==> src/rtl/booth_pkg.sv <==
// Shared width helpers and FSM encodings for the radix-4 Booth partial-product stream.
package booth_pkg;

  localparam logic [0:0] ST_IDLE = 1'b0;
  localparam logic [0:0] ST_BUSY = 1'b1;

  function automatic int ndig(input int w);
    return w / 2 + 1;
  endfunction

  function automatic int idx_w(input int w);
    return $clog2(ndig(w));
  endfunction

  function automatic int pp_w(input int w);
    return w + 2;
  endfunction

endpackage

==> src/rtl/booth_r4_sel.sv <==
// Radix-4 Booth digit decode and multiple selection for one triplet of the multiplier.
module booth_r4_sel
  import booth_pkg::*;
#(
  parameter int WIDTH = 32
) (
  input  logic [2:0]               trip,
  input  logic [pp_w(WIDTH)-1:0]   x_ext,
  output logic                     sign,
  output logic                     one,
  output logic                     two,
  output logic [pp_w(WIDTH)-1:0]   pp,
  output logic                     carry
);

  localparam int PP_W = pp_w(WIDTH);

  logic [PP_W-1:0] m;

  always_comb begin
    sign  = trip[2];
    one   = trip[1] ^ trip[0];
    two   = (trip == 3'b100) || (trip == 3'b011);
    m     = one ? x_ext : {x_ext[PP_W-2:0], 1'b0};
    pp    = '0;
    carry = 1'b0;
    // A zero digit yields a true zero even when sign is set (triplet 111).
    if (one || two) begin
      pp    = sign ? ~m : m;
      carry = sign;
    end
  end

endmodule

==> src/rtl/booth_r4_pp_stream.sv <==
// Sequential radix-4 Booth partial-product generator: one operand pair in, NDIG partial products out.
module booth_r4_pp_stream
  import booth_pkg::*;
#(
  parameter int WIDTH = 32
) (
  input  logic                      clk,
  input  logic                      rst_n,
  input  logic                      in_valid,
  output logic                      in_ready,
  input  logic                      in_signed,
  input  logic [WIDTH-1:0]          in_x,
  input  logic [WIDTH-1:0]          in_y,
  output logic                      out_valid,
  input  logic                      out_ready,
  output logic [pp_w(WIDTH)-1:0]    out_pp,
  output logic                      out_carry,
  output logic                      out_sign,
  output logic                      out_one,
  output logic                      out_two,
  output logic [idx_w(WIDTH)-1:0]   out_idx,
  output logic                      out_last
);

  localparam int PP_W  = pp_w(WIDTH);
  localparam int NDIG  = ndig(WIDTH);
  localparam int IDX_W = idx_w(WIDTH);
  localparam int YE_W  = WIDTH + 3;

  logic [0:0]       state;
  logic [PP_W-1:0]  x_ext;
  logic [YE_W-1:0]  y_win;
  logic [IDX_W-1:0] idx;
  logic             busy;
  logic             last;

  logic             s_sign;
  logic             s_one;
  logic             s_two;
  logic [PP_W-1:0]  s_pp;
  logic             s_carry;

  assign busy = (state == ST_BUSY);
  assign last = (idx == IDX_W'(NDIG - 1));

  always_ff @(posedge clk or negedge rst_n) begin
    if (!rst_n) begin
      state <= ST_IDLE;
      idx   <= '0;
      x_ext <= '0;
      y_win <= '0;
    end else begin
      case (state)
        ST_IDLE: begin
          if (in_valid) begin
            state <= ST_BUSY;
            idx   <= '0;
            x_ext <= in_signed ? {{2{in_x[WIDTH-1]}}, in_x} : {2'b00, in_x};
            y_win <= {{2{in_signed & in_y[WIDTH-1]}}, in_y, 1'b0};
          end
        end
        ST_BUSY: begin
          if (out_ready) begin
            // Arithmetic shift keeps the extension bits valid for the top triplet.
            y_win <= {{2{y_win[YE_W-1]}}, y_win[YE_W-1:2]};
            if (last) begin
              state <= ST_IDLE;
              idx   <= '0;
            end else begin
              idx <= idx + IDX_W'(1);
            end
          end
        end
        default: state <= ST_IDLE;
      endcase
    end
  end

  booth_r4_sel #(
    .WIDTH (WIDTH)
  ) u_sel (
    .trip  (y_win[2:0]),
    .x_ext (x_ext),
    .sign  (s_sign),
    .one   (s_one),
    .two   (s_two),
    .pp    (s_pp),
    .carry (s_carry)
  );

  assign in_ready  = !busy;
  assign out_valid = busy;
  assign out_pp    = busy ? s_pp : '0;
  assign out_carry = busy & s_carry;
  assign out_sign  = busy & s_sign;
  assign out_one   = busy & s_one;
  assign out_two   = busy & s_two;
  assign out_idx   = busy ? idx : '0;
  assign out_last  = busy & last;

endmodule

==> config.mk <==
export PLATFORM = sky130hd
export DESIGN_NAME = booth_r4_pp_stream
export DESIGN_NICKNAME = d
export VERILOG_FILES = /design/src/rtl/booth_pkg.sv /design/src/rtl/booth_r4_sel.sv /design/src/rtl/booth_r4_pp_stream.sv
export SDC_FILE = /design/constraint.sdc
export NUM_CORES = 1
export LEC_CHECK = 0
export ABC_AREA = 1
export ABC_CLOCK_PERIOD_IN_PS = 1620
export BUFFER_PORTS_ARGS = -buffer_cell sky130_fd_sc_hd__buf_2
export CAP_MARGIN = 10
export CORE_ASPECT_RATIO = 1.75
export CORE_MARGIN = 2
export CORE_UTILIZATION = 54
export DETAILED_ROUTE_END_ITERATION = 7
export PLACE_DENSITY = 0.83
export SLEW_MARGIN = 40
export SYNTH_ARGS = -nofsm -noshare
export SYNTH_HDL_FRONTEND = slang
export SYNTH_SLANG_ARGS = --single-unit
==> constraint.sdc <==
create_clock -name clk -period 1.62 [get_ports clk]
set_input_delay 0.162 -clock clk [delete_from_list [all_inputs] [get_ports clk]]
set_output_delay 0.162 -clock clk [all_outputs]
set_load 0.1 [all_outputs]
==> summary.md, run 1 <==
| Metric | Value |
|---|---|
| CTS root buf | clkbuf_16 |
| Async SR Flop Fraction | 1.000 |
| H-tree depth | 3 |
| Antenna-violating nets left | 0 |
| Final hold violation count | 0 |
| Total GRT Usage | 0.3422 |
| Cell accounting for the most synthesized area | dfrtp_1 |
| Synth cell types | 23 |
| Row cnt | between 40 and 50 |
| Die H | roughly 120 µm |
| Post-synth EDFFs | 0 |
| Final GP Congestion | just under 0.9 |
| I/O pin count | approximately 120 |
| Core area | approximately 8000 µm² |
| Top FF cell, synth | dfrtp_1 |
| Worst rel slew slack | 0.6207 |
| DR pass1 iterations | 6 |
| IO buf count | 114 |
| Final Slew Violations | 0 |
| Min Tclk post-route | ~2.3 ns |
| Clock transition at path regs | about 0.060 ns |
| Fin crit share | 1.398 |
| Violation count after the first detailed-route iteration | approximately 760 |
| Vias in the first global route | ~5000 |
| Hold slack | 0.01880 ns |
| Final WS setup | -0.6441 ns |
| Design Area, Final | 7139 µm² |
| Worst EP arrival | ~2.1 ns |
| Die width | 72.51 µm |
| Mapped Area | ~4400 µm² |
| Flops & latches, synth | 74 |
| Post-Syn Nets | 724 |
| CP Data Required Time | approximately 1.5 ns |
| Layout Skew | roughly 0.0039 ns |
| Post-synthesis compound-gate area fraction | 0.06911 |
| Status | finished with violations |
| Final nets | ~860 |
| Hold crit path type | in2reg |
| Mux cell area share after synthesis | 0 |
| CTS tree | yes |
| Syn. warnings | 0 |
| First-pass GRT wire length | about 24000 µm |
| Synth Area in Simple Gates | 0.4172 |
| Post-Synth Adder-Cell Area | 0.01128 |
| Largest net degree at the start of global routing | 43 |
| Crit path capture type | output pin |
| Total Wirelength | between 15000 and 20000 µm |
| CP max FO | 8 |
| Register area share after synthesis | 0.4175 |
| CP Launch Type | register |
| Worst-Skew Late Latency | 0.34 ns |
| Final setup fails | 39 |
| Overall die area | roughly 9000 µm² |
| Clk sinks | between 70 and 80 |
| Synth Instances | around 650 |
| Share of layout cells above drive strength 1 | 0.4527 |
| Max-capacitance violation count | 0 |
| Synth top cells by count | nand2_1 (355), dfrtp_1 (74), nor2_1 (38), nand3_1 (35), o211ai_1 (27) |
| Post-Synth XOR/XNOR Area | 0.005924 |
| WS Path Type | reg2out |
| Avg WL per Cell | between 15 and 20 µm |
| Most area-consuming cells after synthesis | dfrtp_1 (42%), nand2_1 (30%), o211ai_1 (4.6%), nand3_1 (3.9%), or2_2 (3.5%) |
| Area after DPL | 6286 µm² |
| RSZ-0062 raised after global routing | yes |
| Clk buf depth | 2 |
| Cts bufs inserted | 9 |
| Most common cell in the synthesized netlist | nand2_1 |
| Avg Cell Area, Syn | 6.813 µm² |
| Yosys top cell area share | 0.4175 |
| Grt total ovfl | 0 |
| Vias per inst | just over 6 |
| Setup tns final | -21.74 ns |
| Fmax | between 400 and 500 MHz |
| DRC | 0 |
| Initial antenna violation count | 1 |
| DP HPWL | between 9000 and 10000 µm |
| P&R area growth vs syn | 60.96% |
| DR vias | around 5300 |
| Failing checks | negative setup slack |
| Fillcell total | between 300 and 400 |
| Slew @ Worst Pin | roughly 0.57 ns |
| Largest family of logic cells by synthesized area | simple AND/OR/NAND/NOR gates |
| Initial core utilization | 0.5570 |
## what timing repair did
action,CTS,global route
buffers inserted,7,8
setup endpoints to repair,42,38
cloned,1,3
hold buffers,1,0
resized for setup,56,74
pin swaps,28,36
endpoints found under the hold margin,40,0
## critical path, cell delays in order, from the launching register on
cell,delay (ns)
dfrtp_1,0.42
inv_2,0.10
ha_4,0.25
buf_6,0.15
o21ai_4,0.27
buf_12,0.18
buf_12,0.16
nor2_4,0.06
buf_12,0.16
## final cells by class
cell class | count | area, µm² | area share
diodes | 1 | 2.502 | 0.0003505
clock buffers | 12 | 246.5 | 0.03452
clock inverters | 3 | 40.04 | 0.005608
inverters | 25 | 137.6 | 0.01928
multi-input cells | 512 | 2844 | 0.3984
flip-flops and latches | 74 | 1857 | 0.2601
well taps | 90 | 112.6 | 0.01577
repair buffers | 167 | 1899 | 0.2660
## logic make-up (layout without fill, tap and decap cells)
logic type               count (synthesis)  in the layout
other                                    0              1
buffers and inverters                   65            207
adder cells (fa/ha/maj)                  4              4
AO/OA/AOI/OAI                           45             45
AND/OR/NAND/NOR                        460            460
XOR/XNOR                                 3              3
flip-flops                              74             74
## per-layer routing
metal / vias up / part of all wire / GRT usage / routed length (µm)
li1: 2309 / - / - / -
met1: 2534 / 0.32 / 0.3709 / 5617
met2: 387 / 0.54 / 0.6279 / 9399
met3: 109 / 0.069 / 0.04612 / 1205
met4: 0 / 0.065 / 0.1910 / 1123
met5: - / 0 / 0 / 0
## cell usage in the layout, fill, tap and decap left out, types with 2 or more instances in the layout
cell type   count
nand2_1       264
nand2_2        84
dfrtp_1        72
buf_2          67
buf_12         57
nand3_1        35
nor2_4         35
o211ai_1       27
buf_4          27
or2_2          25
nand2_4        12
clkbuf_16      12
buf_6          12
inv_1           9
clkinvlp_4      7
o21ai_0         6
inv_2           5
o21ai_1         5
nor2_1          3
ha_4            3
inv_4           2
o21ai_4         2
o22ai_1         2
xnor2_1         2
nand4_1         2
a21oi_1         2
clkbuf_1        2
clkinv_2        2
## sequential cells by signal (all words and copies together), names as in the netlist
signal and count:
y_win 35, out_valid 1, idx 5, x_ext 33
## worst paths after layout
kind	startpoint	endpoint	slack (ns)	cells after the start
setup / recovery	y_win[1]	out_pp[27]	-0.64	8
hold / removal	in_x[19]	x_ext[19]	0.02	3
setup reg to reg	out_valid	idx[0]	0.09	7
hold reg to reg	y_win[25]	y_win[25]	0.48	2
max in group asynchronous	rst_n	x_ext[18]	0.68	3
min in group asynchronous	rst_n	y_win[13]	0.36	2
## metrics by stage
stage               setup WS [ns]  cells  utilization
floorplan                 -0.3049    651            -
global placement          -0.1648    851       0.7894
detailed placement        -0.3112    851       0.7894
CTS                       -0.4660    874       0.8575
global route              -0.6727    884       0.8966
finish                    -0.6441    884       0.8966
Power of run 1 is left out: the tool's default activity adds up to more than one toggle a clock period on the data nets, which glitch-free logic cannot reach.
==> inputs of run 2 (changes only) <==
--- a/config.mk
+++ b/config.mk
@@ -11,9 +11,11 @@
 export CAP_MARGIN = 10
 export CORE_ASPECT_RATIO = 1.75
 export CORE_MARGIN = 2
-export CORE_UTILIZATION = 54
+export CORE_UTILIZATION = 55
+export CTS_BUF_LIST = sky130_fd_sc_hd__clkbuf_8
 export DETAILED_ROUTE_END_ITERATION = 7
 export PLACE_DENSITY = 0.83
+export SKIP_CTS_REPAIR_TIMING = 1
 export SLEW_MARGIN = 40
 export SYNTH_ARGS = -nofsm -noshare
 export SYNTH_HDL_FRONTEND = slang
==> run 2 against run 1 <==
Net effect:
- the flow still finishes with violations (negative setup slack)
- count of clock-buffer cells in the layout down 2
- worst setup slack better by 0.15 ns
- non-clock buffer count up 1
- cell area down 2.8%
- via count down 4.4%
- global-route usage down 5.9 points
- sequential cell count unchanged
- critical path depth up 2
- final cell count unchanged
- clock skew up 0.0054 ns
- hold slack worse by 0.0061 ns
- die area down 1.7%
- highest routed layer unchanged
==> summary.md, run 2 (synthesis results as in run 1) <==
| Metric | Value |
|---|---|
| # diodes | 0 (-1) |
| Largest net degree at the start of global routing | 38 (-12%) |
| Largest registers | y_win (35), x_ext (33), idx (5) |
| Most common cell after layout, fill and taps aside | nand2_1 |
| Failing checks | negative setup slack |
| CP max FO | 11 (+3) |
| Final hold violation count | 0 (unchanged) |
| Worst EP arrival | 1.95 ns (-0.15 ns) |
| Status | finished with violations |
| Layout Skew | 0.009282 ns (+0.005399 ns) |
| DP HPWL | 8813 µm (-3.4%) |
| Worst R2R Path Depth | 6 (-1) |
| Vias per inst | 5.776 (-4.4%) |
| CTS root buf | clkbuf_8 |
| Final WS setup | -0.4937 ns (+0.1503 ns) |
| FF-to-FF Start | out_valid |
| DRC | 0 (unchanged) |
| Setup tns final | -16.69 ns (+5.053 ns) |
| CTS tree | yes |
| Reg with most FFs | y_win |
| Total Wirelength | 15000 µm (-14%) |
| Final GP Congestion | 0.8573 (-2.7%) |
| Clock transition at path regs | 0.07 ns (about the same) |
| Fmax | 473.1 MHz (+7.1%) |
| Final setup fails | 39 (unchanged) |
| CP Data Required Time | 1.46 ns (about the same) |
| Total GRT Usage | 0.2830 (-0.05917) |
| Flop2flop setup slack | 0.02 ns (-0.07 ns) |
| Util after Layout | 0.8834 (-0.01320) |
| Crit path capture type | output pin |
| DR vias | 5106 (-4.4%) |
| Final Slew Violations | 0 (unchanged) |
| Worst-Skew Late Latency | 0.35 ns (about the same) |
| Die H | 122.8 µm (-0.89%) |
| Overall die area | 8827 µm² (-1.7%) |
| Antenna-violating nets left | 0 (unchanged) |
| Sink of the worst hold path | x_ext[21] |
| Cts bufs inserted | 9 (unchanged) |
| Violation count after the first detailed-route iteration | 611 (-20%) |
| Share of layout cells above drive strength 1 | 0.4005 (-0.05221) |
| Initial antenna violation count | 0 (-1) |
| IO buf count | 114 (unchanged) |
| WS Path Type | reg2out |
| Initial core utilization | 0.5647 (+0.007631) |
| Hold crit path type | in2reg |
| Clk sinks | 74 (unchanged) |
| CP Launch Type | register |
| H-tree depth | 3 (unchanged) |
| Min Tclk post-route | 2.114 ns (-0.1503 ns) |
| RSZ-0062 raised after global routing | yes |
| Worst Hold Depth | 3 (unchanged) |
| Final nets | 863 (+0.12%) |
| Area of the multi-input gates | 2691 µm² (-5.4%) |
| I/O pin count | 115 (unchanged) |
| Max reg flops | 35 (unchanged) |
| Vias in the first global route | 4539 (-11%) |
| DR pass1 iterations | 5 (-1) |
| Max-capacitance violation count | 0 (unchanged) |
| Fillcell total | 336 (+4.0%) |
| Slew @ Worst Pin | 0.4565 ns (-0.1125 ns) |
| HP Start | in_x[21] |
| Row cnt | 43 (unchanged) |
| Avg WL per Cell | 16.97 µm (-14%) |
| Die width | 71.89 µm (-0.86%) |
| Most frequent cells in the layout | nand2_1 (307), dfrtp_1 (71), buf_2 (67) |
| Grt total ovfl | 0 (unchanged) |
| Core area | 7855 µm² (-1.4%) |
| Worst rel slew slack | 0.6957 (+0.07500) |
| Reg2reg end | y_win[4] |
| Fin crit share | 1.305 (-0.09280) |
| Register area | 1858 µm² (about the same) |
| Post-Place Setup Slack | -0.2983 ns (+0.01292 ns) |
| P&R area growth vs syn | 56.45% |
| First-pass GRT wire length | 19890 µm (-16%) |
| Clk buf depth | 2 (unchanged) |
## run 2: layout make-up
cell class                 count  share of cell area
multi-input combinational    512              0.3878
inverter                      25             0.02019
clock buffer                  10             0.01983
timing repair buffer         168              0.2777
clock inverter                 5             0.01046
sequential                    74              0.2678
tap                           90             0.01623
## run 2: how the worst max path moves through the flow
| stage | to | slack (ns) | startpoint |
|---|---|---|---|
| 6_report | out_pp[18] | -0.49 | y_win[0] |
| 3_5_place_dp | out_pp[11] | -0.30 | y_win[0] |
| 3_3_place_gp | out_pp[5] | -0.22 | y_win[0] |
| 5_1_grt | out_pp[14] | -0.59 | y_win[0] |
| 4_1_cts | out_pp[23] | -0.71 | y_win[0] |
| 2_1_floorplan | out_carry | -0.30 | out_valid |
## run 2: critical path, stage by stage, from the launching register on
cell and delay (ns):
dfrtp_1 0.38, inv_2 0.07, ha_4 0.31, inv_4 0.06
clkbuf_16 0.17, nand2_1 0.11, nand2_1 0.07, nand2_1 0.06
nand2_1 0.08, nor2_4 0.11, buf_12 0.18
## run 2: metrics by stage
stage | std cells | hold WS [ns] | area, µm²
CTS | 856 | -0.2482 | 6396
detailed placement | 841 | 0.1287 | 6186
finish | 884 | 0.01270 | 6939
global placement | 841 | 0.1214 | 6186
floorplan | 651 | -0.1336 | 4831
global route | 884 | 0.009292 | 6939
## run 2: layer usage
layer | share of wire | track usage
met5 | 0 | 0
met1 | 0.34 | 0.3189
met4 | 0.040 | 0.1120
met2 | 0.55 | 0.5185
met3 | 0.064 | 0.05090
Power of run 2 is left out for the same reason.
